--- config.mk ---
export PLATFORM = sky130hd
export DESIGN_NAME = jvm_param_pusher
export DESIGN_NICKNAME = d
export VERILOG_FILES = /design/src/rtl/jvm_param_pusher.sv
export SDC_FILE = /design/constraint.sdc
export NUM_CORES = 1
export LEC_CHECK = 0
export CORE_ASPECT_RATIO = 0.6
export CORE_MARGIN = 10
export CORE_UTILIZATION = 60
export CTS_BUF_LIST = sky130_fd_sc_hd__clkbuf_4 sky130_fd_sc_hd__clkbuf_8
export DETAILED_ROUTE_END_ITERATION = 12
export GPL_TIMING_DRIVEN = 1
export PLACE_DENSITY = 0.81
export RECOVER_POWER = 50
export SYNTH_ARGS = -nofsm -noshare
export SYNTH_HDL_FRONTEND = slang
export SYNTH_SLANG_ARGS = --single-unit
--- constraint.sdc ---
create_clock -name clk -period 3.7 [get_ports clk]
set_input_delay 1.11 -clock clk [delete_from_list [all_inputs] [get_ports clk]]
set_output_delay 1.11 -clock clk [all_outputs]
set_load 0.02 [all_outputs]
--- src/rtl/jvm_param_pusher.sv ---
// JVM operand push translator: gathers 1..PARAM_BYTES_MAX big-endian operand bytes and
// emits MOV/MVN or MOVW[/MOVT] followed by a pre-indexed STR through a word FIFO.
//
// state        | meaning
// S_IDLE       | waiting for a command, cmd_ready high
// S_GATHER     | shifting operand bytes into the accumulator
// S_EMIT_LO    | writing MOV, MVN or MOVW
// S_EMIT_HI    | writing MOVT for values with a non-zero upper half
// S_EMIT_PUSH  | writing STR Rd,[sp,#-4]!
// S_DONE       | one-cycle done pulse, back to idle

module jvm_param_pusher #(
   parameter int PARAM_BYTES_MAX = 4,
   parameter int OUT_DEPTH       = 4,
   parameter int RD              = 0,
   parameter int CW              = $clog2(PARAM_BYTES_MAX + 1)
) (
   input  logic          clk,
   input  logic          reset,
   input  logic          cmd_valid,
   output logic          cmd_ready,
   input  logic [CW-1:0] cmd_count,
   input  logic          cmd_signed,
   input  logic [7:0]    in_byte,
   input  logic          in_valid,
   output logic          in_ready,
   output logic [31:0]   out_inst,
   output logic          out_valid,
   input  logic          out_ready,
   output logic          busy,
   output logic          done,
   output logic          err
);

   localparam int AW = (OUT_DEPTH > 1) ? $clog2(OUT_DEPTH) : 1;
   localparam logic [31:0]   RD_FIELD  = 32'(RD) << 12;
   localparam logic [CW-1:0] MAX_COUNT = CW'(PARAM_BYTES_MAX);

   typedef enum logic [2:0] {
      S_IDLE,
      S_GATHER,
      S_EMIT_LO,
      S_EMIT_HI,
      S_EMIT_PUSH,
      S_DONE
   } state_t;

   state_t        state_q;
   state_t        state_d;
   logic [CW-1:0] count_q;
   logic [CW-1:0] remaining_q;
   logic          signed_q;
   logic [31:0]   acc_q;
   logic          err_q;

   logic          accept;
   logic          take_byte;
   logic          cmd_over;
   logic [CW-1:0] clamped_count;

   logic          emit_valid;
   logic [31:0]   emit_word;

   logic [31:0]   ext_mask;
   logic          sign_bit;
   logic [31:0]   value;
   logic [31:0]   value_n;
   logic          is_mov;
   logic          is_mvn;
   logic          needs_hi;
   logic [31:0]   mov_word;
   logic [31:0]   mvn_word;
   logic [31:0]   movw_word;
   logic [31:0]   movt_word;
   logic [31:0]   str_word;
   logic [31:0]   lo_word;

   logic [31:0]   mem_q [OUT_DEPTH];
   logic [AW-1:0] wr_ptr_q;
   logic [AW-1:0] rd_ptr_q;
   logic [AW:0]   occ_q;
   logic          fifo_full;
   logic          fifo_empty;
   logic          push;
   logic          pop;

   assign cmd_over      = (cmd_count > MAX_COUNT);
   assign clamped_count = cmd_over ? MAX_COUNT : cmd_count;

   // Extension point depends on how many bytes were actually gathered.
   always_comb begin
      ext_mask = 32'hFFFF_FFFF;
      sign_bit = 1'b0;
      for (int b = 1; b <= 4; b++) begin
         if (int'(count_q) == b) begin
            ext_mask = 32'hFFFF_FFFF >> (32 - 8 * b);
            sign_bit = acc_q[8 * b - 1];
         end
      end
      value = (signed_q && sign_bit) ? (acc_q | ~ext_mask) : (acc_q & ext_mask);
   end

   assign value_n  = ~value;
   assign is_mov   = (value[31:8] == 24'd0);
   assign is_mvn   = (value_n[31:8] == 24'd0);
   assign needs_hi = !is_mov && !is_mvn && (value[31:16] != 16'd0);

   assign mov_word  = 32'hE3A0_0000 | RD_FIELD | {24'd0, value[7:0]};
   assign mvn_word  = 32'hE3E0_0000 | RD_FIELD | {24'd0, value_n[7:0]};
   assign movw_word = 32'hE300_0000 | {12'd0, value[15:12], 16'd0} | RD_FIELD | {20'd0, value[11:0]};
   assign movt_word = 32'hE340_0000 | {12'd0, value[31:28], 16'd0} | RD_FIELD | {20'd0, value[27:16]};
   assign str_word  = 32'hE52D_0004 | RD_FIELD;
   assign lo_word   = is_mov ? mov_word : (is_mvn ? mvn_word : movw_word);

   always_ff @(posedge clk) begin
      if (reset) begin
         state_q <= S_IDLE;
      end else begin
         state_q <= state_d;
      end
   end

   always_comb begin
      state_d    = state_q;
      cmd_ready  = 1'b0;
      in_ready   = 1'b0;
      busy       = 1'b1;
      done       = 1'b0;
      accept     = 1'b0;
      take_byte  = 1'b0;
      emit_valid = 1'b0;
      emit_word  = 32'd0;
      case (state_q)
         S_IDLE: begin
            cmd_ready = 1'b1;
            busy      = 1'b0;
            if (cmd_valid) begin
               accept  = 1'b1;
               state_d = (cmd_count == '0) ? S_DONE : S_GATHER;
            end
         end
         S_GATHER: begin
            in_ready = 1'b1;
            if (in_valid) begin
               take_byte = 1'b1;
               if (remaining_q == CW'(1)) begin
                  state_d = S_EMIT_LO;
               end
            end
         end
         S_EMIT_LO: begin
            emit_valid = 1'b1;
            emit_word  = lo_word;
            if (!fifo_full) begin
               state_d = needs_hi ? S_EMIT_HI : S_EMIT_PUSH;
            end
         end
         S_EMIT_HI: begin
            emit_valid = 1'b1;
            emit_word  = movt_word;
            if (!fifo_full) begin
               state_d = S_EMIT_PUSH;
            end
         end
         S_EMIT_PUSH: begin
            emit_valid = 1'b1;
            emit_word  = str_word;
            if (!fifo_full) begin
               state_d = S_DONE;
            end
         end
         S_DONE: begin
            done    = 1'b1;
            state_d = S_IDLE;
         end
         default: begin
            state_d = S_IDLE;
         end
      endcase
   end

   always_ff @(posedge clk) begin
      if (reset) begin
         count_q     <= '0;
         remaining_q <= '0;
         signed_q    <= 1'b0;
         acc_q       <= 32'd0;
         err_q       <= 1'b0;
      end else if (accept) begin
         count_q     <= clamped_count;
         remaining_q <= clamped_count;
         signed_q    <= cmd_signed;
         acc_q       <= 32'd0;
         if (cmd_over) begin
            err_q <= 1'b1;
         end
      end else if (take_byte) begin
         acc_q       <= {acc_q[23:0], in_byte};
         remaining_q <= remaining_q - CW'(1);
      end
   end

   assign err = err_q;

   // Full is judged on occupancy before any same-cycle pop, so a full FIFO never
   // accepts a write even while the sink is draining it.
   assign fifo_full  = (occ_q == (AW + 1)'(OUT_DEPTH));
   assign fifo_empty = (occ_q == '0);
   assign push       = emit_valid && !fifo_full;
   assign pop        = !fifo_empty && out_ready;

   always_ff @(posedge clk) begin
      if (reset) begin
         wr_ptr_q <= '0;
         rd_ptr_q <= '0;
         occ_q    <= '0;
         for (int i = 0; i < OUT_DEPTH; i++) begin
            mem_q[i] <= 32'd0;
         end
      end else begin
         if (push) begin
            mem_q[wr_ptr_q] <= emit_word;
            wr_ptr_q        <= (wr_ptr_q == AW'(OUT_DEPTH - 1)) ? '0 : wr_ptr_q + AW'(1);
         end
         if (pop) begin
            rd_ptr_q <= (rd_ptr_q == AW'(OUT_DEPTH - 1)) ? '0 : rd_ptr_q + AW'(1);
         end
         case ({push, pop})
            2'b10:   occ_q <= occ_q + (AW + 1)'(1);
            2'b01:   occ_q <= occ_q - (AW + 1)'(1);
            default: occ_q <= occ_q;
         endcase
      end
   end

   assign out_valid = !fifo_empty;
   assign out_inst  = fifo_empty ? 32'd0 : mem_q[rd_ptr_q];

endmodule

Yosys cells after proc, flatten, opt, wreduce, memory -nomap -nowiden:

Memory sizes are Yosys's and may differ from the RTL's. A register that Yosys moved wholly into a read port is not among the register bits.
Index checks and enable logic that the tools add are counted.

* bits in registers: 50
* RAM bits: 128
* input bits: 17
* output and inout bits: 38
* logic and storage cells: 112
* memories kept: 1

* add/subtract/negate cells: 5
* order comparisons: 1
* equality and inequality tests: 21
* multiplexer cells: 47
* bitwise gates (word level): 6
* reductions and logical operators: 22

Memories
* mem_q: depth 4, width 32, rd ports 1, clocked after Yosys merged registers in 1, wr ports 4, RTL line 78 `logic [31:0] mem_q [OUT_DEPTH];`

Operators with widths (count)
* $mux 32: 9
* $pmux 32 s3: 1
* $not 32->32: 2
* $or 32x12->32: 2
* $logic_not 24->1: 2
* $mux 3: 11
* $and 32x32->32: 1
* $or 32x32->32: 1
* $reduce_or 32->1: 1
* $mux 1: 19
* $eq 3x3->1 const B: 6
* $reduce_bool 16->1: 1
* $pmux 3 s5: 1
* $ne 2x2->1 const B: 6
* $mux 2: 5
* $eq 3x2->1 const B: 3
* $logic_not 3->1: 3
* $eq 2x2->1 const B: 3
* $eq 3x1->1 const B: 2
* $pmux 3 s2: 1
* $reduce_and 6->1: 1
* $sub 3x1->3 const B: 2
* $logic_and 1x1->1: 5
* $add 2x1->2 const B: 2
* other kinds (8): 12

Logic depth before layout (Yosys ltp):

Gate-level depths: netlist of run 1.

* word-level depth: 16
* gate-level depth with buffers: 10
* gate-level depth less buffers: 9

Worst setup path before layout of run 1:

No wires, ideal clock.

* path type: flip-flop to flip-flop
* from: register state_q[1]
* to: memory mem_q[3][0], enable pin
* setup time: 432 ps
* data arrival time: 2974 ps
* data required time: 3268 ps
* path slack: 295 ps
* stages on the path, launching flop included: 6
* path buffers: 2
* clock period less this slack: 3405 ps
* cell sequence: dfxtp_1 > buf_2 > nor3b_1 > clkbuf_1 > o21ai_1 > o21ai_0

RTL lines
* start, declared: RTL line 48 `state_t state_q;`
* start signal, assigned: RTL line 119 `state_q <= state_d;`
* end, declared: RTL line 78

==> results of run 1 <==
[placed cells by master (no fill, tap or decap), drive strengths merged, types with 6 or more instances in the layout]
master / n
mux2i: 9
nor4bb: 8
o21ai: 21
a41oi: 13
dfxtp: 52
nor4: 11
a2bb2oi: 9
conb: 7
a21oi: 66
o211ai: 7
inv: 18
nand2: 136
nor3b: 6
o2111ai: 10
a22oi: 26
nor3: 31
buf: 17
o2bb2a: 24
clkbuf: 28
mux4: 22
clkdlybuf4s50: 46
and2: 25
edfxtp: 88
o311ai: 24
nor2: 74
[cells in the mapped netlist (all sizes together), types with 7 or more instances]
master and instances:
mux4 22, buf 40, a22oi 26, and2 25
nor4 11, o21ai 21, mux2i 9, nor2 74
inv 12, o2bb2a 24, o2111ai 10, o311ai 24
edfxtp 88, clkbuf 46, dfxtp 52, nor3 31
nand2 136, a21oi 66, o211ai 7, a2bb2oi 9
nor4bb 8, a41oi 13
[area by class of cell]
| type | count | area (µm²) | area share |
|---|---|---|---|
| Clock buffer | 18 | 241 | 0.0270 |
| Timing Repair Buffer | 74 | 656 | 0.0733 |
| Sequential cell | 140 | 3680 | 0.412 |
| Inverter | 14 | 52.6 | 0.00587 |
| Tap cell | 170 | 213 | 0.0238 |
| Multi-Input combinational cell | 597 | 3970 | 0.443 |
| Clock inverter | 14 | 134 | 0.0150 |
[through the flow]
stage / util / worst slack, ps / std cells
floorplan: - / 295 / 837
global placement: 0.661 / 526 / 995
detailed placement: 0.661 / 393 / 995
CTS: 0.690 / 126 / 1027
global route: 0.688 / 7.61 / 1027
finish: 0.688 / 142 / 1027
[worst register-to-register path, cell delays in order, from the launching register on]
cell and delay (ps):
dfxtp_1 850, nor2b_1 100, clkbuf_1 370, o211ai_1 330, clkbuf_1 1090, nor2_1 190
o2bb2a_1 330, nand2_1 60
[registers in the layout, summed over array words and instances (netlist names), 2 cells and up, named ones only]
register     cells
state_q          3
occ_q            3
remaining_q      3
count_q          3
rd_ptr_q         2
acc_q           32
wr_ptr_q         2
mem_q           88
[report_power, final]
part           leakage (µW)  switching, µW  total, µW  internal (µW)
logic               0.00145            286        465            179
clock network      0.000180            665       1220            551
registers           0.00133           42.8       1750           1710
total               0.00296            994       3430           2440
[logic make-up after synthesis]
group                    count (synthesis)  synth area share
AND/OR/NAND/NOR                        318             0.184
AO/OA/AOI/OAI                          227             0.207
flip-flops                             140             0.454
buffers and inverters                  100            0.0600
multiplexers                            33            0.0766
adder cells (fa/ha/maj)                  6            0.0102
XOR/XNOR                                 6           0.00648
other                                    1          0.000463
[metal layers]
metal,wire length [µm],track usage,up-vias,share of wire
li1,-,-,3151,-
met1,9450,0.350,3364,0.40
met2,10300,0.383,553,0.44
met3,3050,0.0625,76,0.13
met4,582,0.0735,0,0.025
met5,0,0,-,0
[worst paths after layout]
path	to	slack [ps]	depth (start not counted)	from
worst min-delay path	err	480	2	err
worst max-delay path	mem_q[0][7]	140	7	state_q[2]
worst max register to register	mem_q[0][7]	140	7	state_q[2]
worst min register to register	err	480	2	err
==> results.sh, run 1 <==
export IMPL_status="complete, but fails checks"
export IMPL_violations="max-capacitance violations, max-slew violations"
export IMPL_antenna_cells=0
export IMPL_port_buffers=47
export IMPL_finalNetCount=867
export IMPL_yosysWarnings=0
export IMPL_holdWs_ps=476
export IMPL_synth_area_leader_cell="edfxtp_1"
export IMPL_yosysUniqueCellTypes=65
export IMPL_maxCapViolCount=1
export IMPL_fmax_mhz=281
export IMPL_nFillCells=996
export IMPL_antenna_found_initial=0
export IMPL_critPathMaxStageDelay_ps=1090
export IMPL_start_util=0.623
export IMPL_finalClockSkew_ps=15.6
export IMPL_clockBufferDepth=2
export IMPL_cts_made_buffers=17
export IMPL_crit_path_start_kind="flop"
export IMPL_avgSynthCellArea_um2=9.75
export IMPL_tritoncts="yes"
export IMPL_vias=7144
export IMPL_finalHoldViolations=0
export IMPL_routed_wl_um=23400
export IMPL_cp_common_cell="clkbuf_1"
export IMPL_viasPerCell=6.96
export IMPL_clockRootBuffer="clkbuf_8"
export IMPL_wl_per_cell_um=22.8
export IMPL_drc=0
export IMPL_cts_resized=0
export IMPL_hpwlAfterDp_um=15600
export IMPL_cp_max_fo=25
export IMPL_dieArea_um2=18700
export IMPL_grt_max_degree=50
export IMPL_grt_pass1_wl_um=37000
export IMPL_total_power_uw=3430
export IMPL_cts_setup_buffers=0
export IMPL_p_per_area_nw_per_um2=384
export IMPL_cp_slowest_cell="clkbuf_1"
export IMPL_fp_dieW_um=170
export IMPL_clkSinkCount=140
export IMPL_rsz0062_at_grt="false"
export IMPL_crit_family="buffers and inverters"
export IMPL_syn_to_final_growth_pct=10.4
export IMPL_die_y_um=110
export IMPL_gr_total_overflow=0
export IMPL_insertion_delay_ps=450
export IMPL_synth_enable_flop_cells=88
export IMPL_cts_reportedPaths_clkPinSlew_ps=90
export IMPL_period_needed_ps=3560
export IMPL_ant_nets=0
export IMPL_rows=32
export IMPL_first_pass_iters=6
export IMPL_fin_crit_sh=0.962
export IMPL_core_area_um2=13000
export IMPL_async_reset_ff_frac=0
export IMPL_grt_usage=0.251
export IMPL_synth_cells=831
export IMPL_maxSlewViolCount=37
export IMPL_cp_required_ps=3900
export IMPL_ys_seq_area_frac=0.454
export IMPL_post_dp_cell_area_um2=8600
export IMPL_postLayoutCellArea_um2=8950
export IMPL_synth_top_area_share=0.326
export IMPL_htree_levels=4
export IMPL_pin_count=55
export IMPL_grt_pass1_vias=6637
export IMPL_cp_end_kind="flop"
export IMPL_setup_tns_ps=0
export IMPL_critPathBufInv=2
export IMPL_ys_flop_type="edfxtp_1"
export IMPL_irDropWorstVdd_mv=0.263
export IMPL_drive_gt1_frac=0.105
export IMPL_arrival_ps=3760
export IMPL_drt_iter0_drc=1003
export IMPL_crit_type="reg -> reg"
export IMPL_crit_chain="nor2b_1 > clkbuf_1 > o211ai_1 > clkbuf_1 > nor2_1 > o2bb2a_1 > nand2_1"
export IMPL_setup_viol=0
export IMPL_ys_seq_elements=140
export IMPL_place_gp_congestion=0.976
export IMPL_ctsHoldBuffers=0
export IMPL_synthTopCellsByArea="edfxtp_1 33%, dfxtp_1 13%, nand2_1 6.3%"
export IMPL_relSlewSlack=-0.0452
export IMPL_worst_pin_slew_ps=1570
export IMPL_synth_area_um2=8110
export IMPL_leakage_uw=0.00296
export IMPL_hold_path_class="reg -> reg"
Power figures use the tool's default switching activity.
==> inputs of run 2 (changes only) <==
--- a/config.mk
+++ b/config.mk
@@ -13,6 +13,7 @@
 export GPL_TIMING_DRIVEN = 1
 export PLACE_DENSITY = 0.81
 export RECOVER_POWER = 50
+export SETUP_SLACK_MARGIN = 0.3
 export SYNTH_ARGS = -nofsm -noshare
 export SYNTH_HDL_FRONTEND = slang
 export SYNTH_SLANG_ARGS = --single-unit
==> run 2 against run 1 <==
Net effect: flip-flop and latch count unchanged; critical endpoint is now mem_q[2][22]; cell area up 0.52%; the run still ends with max-capacitance violations, max-slew violations left; first-iteration DRC count up 8.3%; largest cell class unchanged; largest power group unchanged.
==> results.sh, run 2 (synthesized netlist as in run 1, its figures left out) <==
export IMPL_core_area_um2=13000
export IMPL_rows=32
export IMPL_cts_made_buffers=17
export IMPL_cp_max_fo=22
export IMPL_insertion_delay_ps=470
export IMPL_maxCapViolCount=1
export IMPL_ant_nets=0
export IMPL_pin_count=55
export IMPL_p_per_area_nw_per_um2=391
export IMPL_wl_per_cell_um=24.1
export IMPL_routed_wl_um=24800
export IMPL_antenna_cells=0
export IMPL_setup_tns_ps=0
export IMPL_vias=7230
export IMPL_period_needed_ps=3430
export IMPL_nFillCells=990
export IMPL_critPathBufInv=3
export IMPL_leakage_uw=0.00317
export IMPL_worst_pin_slew_ps=1540
export IMPL_die_y_um=110
export IMPL_crit_chain="clkdlybuf4s50_1 > nor3b_1 > o211ai_1 > clkbuf_1 > nand2_1 > clkbuf_2"
export IMPL_largest_register="mem_q"
export IMPL_top_regs="mem_q (88), acc_q (32)"
export IMPL_violations="max-capacitance violations, max-slew violations"
export IMPL_finalClockSkew_ps=18.1
export IMPL_relSlewSlack=-0.0288
export IMPL_cts_setup_buffers=0
export IMPL_clockRootBuffer="clkbuf_8"
export IMPL_fin_crit_sh=0.927
export IMPL_grt_pass1_wl_um=38100
export IMPL_multi_input_area_um2=3940
export IMPL_cp_required_ps=3790
export IMPL_post_dp_cell_area_um2=8600
export IMPL_postLayoutCellArea_um2=8990
export IMPL_drive_gt1_frac=0.112
export IMPL_grt_max_degree=50
export IMPL_dieArea_um2=18700
export IMPL_arrival_ps=3520
export IMPL_final_cell_mix="135 x nand2_1, 88 x edfxtp_1, 74 x nor2_1, 66 x a21oi_1, 50 x dfxtp_1"
export IMPL_rsz0062_at_grt="false"
export IMPL_crit_family="buffers and inverters"
export IMPL_drc=0
export IMPL_syn_to_final_growth_pct=11.0
export IMPL_place_gp_congestion=1.01
export IMPL_fp_dieW_um=170
export IMPL_cp_end_kind="flop"
export IMPL_critPathMaxStageDelay_ps=650
export IMPL_port_buffers=47
export IMPL_status="complete, but fails checks"
export IMPL_antenna_found_initial=0
export IMPL_largest_reg_flops=88
export IMPL_crit_type="in -> reg"
export IMPL_grt_usage=0.262
export IMPL_clockBufferDepth=2
export IMPL_viasPerCell=7.04
export IMPL_finalHoldViolations=0
export IMPL_seqCellArea_um2=3690
export IMPL_start_util=0.623
export IMPL_gr_total_overflow=0
export IMPL_grt_pass1_vias=6581
export IMPL_hpwlAfterDp_um=16000
export IMPL_final_common_cell="nand2_1"
export IMPL_crit_path_start_kind="input port"
export IMPL_hold_path_class="reg -> reg"
export IMPL_cts_reportedPaths_clkPinSlew_ps=90
export IMPL_drt_iter0_drc=1086
export IMPL_htree_levels=4
export IMPL_finalNetCount=867
export IMPL_tritoncts="yes"
export IMPL_fmax_mhz=292
export IMPL_setup_viol=0
export IMPL_irDropWorstVdd_mv=0.334
export IMPL_clkSinkCount=140
export IMPL_first_pass_iters=6
export IMPL_maxSlewViolCount=23
export IMPL_ctsHoldBuffers=0
export IMPL_cp_slowest_cell="clkbuf_2"
-- run 2: cell count changes in the layout (fill, tap and decap cells not counted), moves of 2 or more --
| cell | before | now |
|---|---|---|
| clkbuf_1 | 6 | 2 |
| dfxtp_1 | 52 | 50 |
| dlymetal6s2s_1 | 0 | 5 |
| clkbuf_4 | 2 | 0 |
| clkinv_8 | 0 | 3 |
| dlygate4sd2_1 | 0 | 17 |
| buf_4 | 16 | 20 |
| clkdlybuf4s50_1 | 46 | 21 |
| dlygate4sd3_1 | 1 | 4 |
-- run 2: layer usage --
| layer | vias up | global-route usage | part of all wire |
|---|---|---|---|
| met4 | 0 | 0.0835 | 0.026 |
| met5 | - | 0 | 0 |
| met2 | 566 | 0.391 | 0.44 |
| li1 | 3169 | - | - |
| met3 | 70 | 0.0685 | 0.14 |
| met1 | 3425 | 0.369 | 0.40 |
-- run 2: worst min-delay path: stages, from the launching register on --
cell	delay, ps
dfxtp_1	340
nand2_1	60
a21oi_1	50
-- run 2: area by class of cell --
class                   count  area share
multi-input cells         597       0.438
flip-flops and latches    140       0.410
repair buffers             74      0.0764
inverters                  14     0.00584
clock buffers              17      0.0260
well taps                 170      0.0237
clock inverters            15      0.0198
-- run 2: stage by stage --
step | total power, µW | utilization | worst slack [ps] | hold WS (ps) | instances
global placement | 2230 | 0.661 | 419 | 457 | 994
global route | 3610 | 0.691 | 204 | 507 | 1027
detailed placement | 2250 | 0.661 | 326 | 466 | 994
floorplan | 2080 | - | 622 | 454 | 837
CTS | 3510 | 0.694 | 231 | 489 | 1027
finish | 3510 | 0.691 | 271 | 488 | 1027
-- run 2: path summary, 6_finish.rpt --
check	start	slack (ps)	end	depth (start not counted)
setup reg to reg	state_q[1]	320	mem_q[3][26]	4
hold reg to reg	acc_q[28]	490	acc_q[28]	2
setup / recovery	reset	270	mem_q[2][22]	6
hold / removal	acc_q[28]	490	acc_q[28]	2
-- run 2: report_power, final --
group          internal [µW]  total, µW  switching (µW)
registers               1710       1760            47.5
logic                    179        469             290
clock network            568       1290             721
total                   2460       3510            1060
-- run 2: what timing repair did --
item	CTS	global route
cloned	1	0
pin swaps	0	0
endpoints found under the setup margin	26	13
gates resized for setup	20	8
==> inputs of run 3 (changes only) <==
--- a/config.mk
+++ b/config.mk
@@ -7,11 +7,11 @@
 export LEC_CHECK = 0
 export CORE_ASPECT_RATIO = 0.6
 export CORE_MARGIN = 10
-export CORE_UTILIZATION = 60
+export CORE_UTILIZATION = 30
 export CTS_BUF_LIST = sky130_fd_sc_hd__clkbuf_4 sky130_fd_sc_hd__clkbuf_8
 export DETAILED_ROUTE_END_ITERATION = 12
+export GPL_ROUTABILITY_DRIVEN = 1
 export GPL_TIMING_DRIVEN = 1
-export PLACE_DENSITY = 0.81
 export RECOVER_POWER = 50
 export SETUP_SLACK_MARGIN = 0.3
 export SYNTH_ARGS = -nofsm -noshare
==> run 3 against run 2 <==
Net effect: the run now ends clean; first-iteration DRC count shrank 33%; cell area grew 3.6%; total power shrank 0.67%; setup slack lost 51 ps; clock power is essentially flat; flip-flop and latch count is the same; combinational power is essentially flat.
==> results.sh, run 3 (synthesized netlist as in run 1, its figures left out) <==
export IMPL_leakage_uw=0.00336
export IMPL_place_gp_congestion=0.908
export IMPL_postLayoutCellArea_um2=9320
export IMPL_rows=46
export IMPL_crit_path_start_kind="input port"
export IMPL_grt_usage=0.148
export IMPL_insertion_delay_ps=480
export IMPL_ctsHoldBuffers=0
export IMPL_htree_levels=4
export IMPL_core_area_um2=26500
export IMPL_cts_reportedPaths_clkPinSlew_ps=90
export IMPL_critPathMaxStageDelay_ps=1100
export IMPL_crit_type="in -> reg"
export IMPL_final_cell_mix="135 x nand2_1, 88 x edfxtp_1, 73 x nor2_1, 66 x a21oi_1, 51 x dfxtp_1"
export IMPL_arrival_ps=3660
export IMPL_crit_end="mem_q[1][21]"
export IMPL_reg2reg_depth=8
export IMPL_finalHoldViolations=0
export IMPL_crit_chain="dlygate4sd3_1 > nor3b_1 > o211ai_1 > clkbuf_1 > nor2_1 > a41oi_1 > o31ai_1"
export IMPL_critPathBufInv=2
export IMPL_grt_max_degree=50
export IMPL_p_per_area_nw_per_um2=374
export IMPL_final_common_cell="nand2_1"
export IMPL_drt_iter0_drc=731
export IMPL_grt_pass1_vias=6650
export IMPL_tritoncts="yes"
export IMPL_cp_required_ps=3880
export IMPL_syn_to_final_growth_pct=15.0
export IMPL_finalClockSkew_ps=13.6
export IMPL_irDropWorstVdd_mv=0.212
export IMPL_largest_register="mem_q"
export IMPL_gr_total_overflow=0
export IMPL_post_dp_cell_area_um2=8920
export IMPL_die_y_um=147
export IMPL_pin_count=55
export IMPL_clkSinkCount=140
export IMPL_finalNetCount=877
export IMPL_start_util=0.305
export IMPL_maxCapViolCount=0
export IMPL_fmax_mhz=287
export IMPL_ant_nets=0
export IMPL_wl_per_cell_um=20.9
export IMPL_hpwlAfterDp_um=17100
export IMPL_crit_start="reset"
export IMPL_first_pass_iters=5
export IMPL_dieArea_um2=34200
export IMPL_cts_setup_buffers=0
export IMPL_maxSlewViolCount=0
export IMPL_worst_path_stages=7
export IMPL_clockRootBuffer="clkbuf_8"
export IMPL_regToRegStartpoint="state_q[2]"
export IMPL_vias=6951
export IMPL_setup_viol=0
export IMPL_routed_wl_um=25600
export IMPL_hold_path_class="reg -> reg"
export IMPL_nFillCells=2690
export IMPL_antenna_cells=0
export IMPL_period_needed_ps=3480
export IMPL_cp_slowest_cell="clkbuf_1"
export IMPL_setup_tns_ps=0
export IMPL_antenna_found_initial=0
export IMPL_utilization=0.351
export IMPL_worst_pin_slew_ps=1480
export IMPL_top_regs="mem_q (88), acc_q (32)"
export IMPL_drc=0
export IMPL_largest_reg_flops=88
export IMPL_drive_gt1_frac=0.114
export IMPL_reg2reg_setup_slack_ps=370
export IMPL_cp_max_fo=22
export IMPL_grt_pass1_wl_um=39500
export IMPL_crit_family="buffers and inverters"
export IMPL_fp_dieW_um=232
export IMPL_fin_crit_sh=0.940
export IMPL_status="finished clean"
export IMPL_cts_made_buffers=17
export IMPL_clockBufferDepth=2
export IMPL_port_buffers=47
export IMPL_viasPerCell=5.67
export IMPL_rr_endpoint="mem_q[1][21]"
export IMPL_rsz0062_at_grt="false"
export IMPL_cp_end_kind="flop"
export IMPL_relSlewSlack=0.0139
[run 3: cell types whose count changed in the layout (fill, tap and decap cells not counted), moves of 2 or more]
cell	delta
clkbuf_4	+2
dlymetal6s2s_1	+11
clkbuf_1	+5
clkdlybuf4s50_1	-3
dlygate4sd2_1	-8
inv_8	-2
clkinvlp_4	+2
buf_4	+4
clkinv_8	-3
inv_6	-3
[run 3: how the worst min path moves through the flow]
stage / startpoint / endpoint / slack [ps] / cells past startpoint
floorplan: acc_q[30] / acc_q[30] / 450 / 2
global placement: err / err / 460 / 2
detailed placement: acc_q[31] / acc_q[31] / 480 / 2
CTS: acc_q[31] / acc_q[31] / 490 / 2
global route: err / err / 500 / 2
finish: err / err / 490 / 2
[run 3: report_power, final]
part | switching (µW) | total (µW) | internal [µW] | leakage [µW]
clock | 650 | 1270 | 615 | 0.000187
combinational | 290 | 467 | 177 | 0.00184
sequential | 49.6 | 1760 | 1710 | 0.00133
[run 3: area by class of cell]
| type | instances | area (µm²) | share of cell area |
|---|---|---|---|
| multi-input combinational | 597 | 3970 | 0.426 |
| sequential | 140 | 3690 | 0.396 |
| timing repair buffer | 84 | 771 | 0.0827 |
| tap | 360 | 450 | 0.0483 |
| clock buffer | 19 | 249 | 0.0267 |
| clock inverter | 13 | 143 | 0.0153 |
| inverter | 14 | 52.6 | 0.00564 |
[run 3: repair_timing]
| action | 4_1_cts | 5_1_grt |
|---|---|---|
| cloned | 0 | 1 |
| gates resized for setup | 9 | 19 |
| endpoints found under the setup margin | 25 | 18 |
[run 3: routing by layer]
| layer | routed length, µm | track usage | vias to the layer above |
|---|---|---|---|
| li1 | - | - | 3170 |
| met1 | 12500 | 0.217 | 3419 |
| met2 | 10600 | 0.204 | 333 |
| met3 | 2250 | 0.0450 | 29 |
| met4 | 367 | 0.0338 | 0 |
| met5 | 0 | 0 | - |
[run 3: stage by stage]
step,worst slack (ps),total power (µW),std cells,hold slack (ps)
after floorplan,622,2080,837,454
after global placement,500,2260,1194,460
after detailed placement,369,2260,1194,475
after CTS,156,3520,1226,487
after global routing,192,3630,1227,504
final,220,3490,1227,486
[run 3: worst register-to-register path, cell delays in order, from the launching register on]
cell and delay [ps]:
dfxtp_1 640, buf_4 270, nor2b_1 80, buf_4 200, o211ai_1 210, clkbuf_1 1100, nor2_1 200, a41oi_1 240
o31ai_1 100
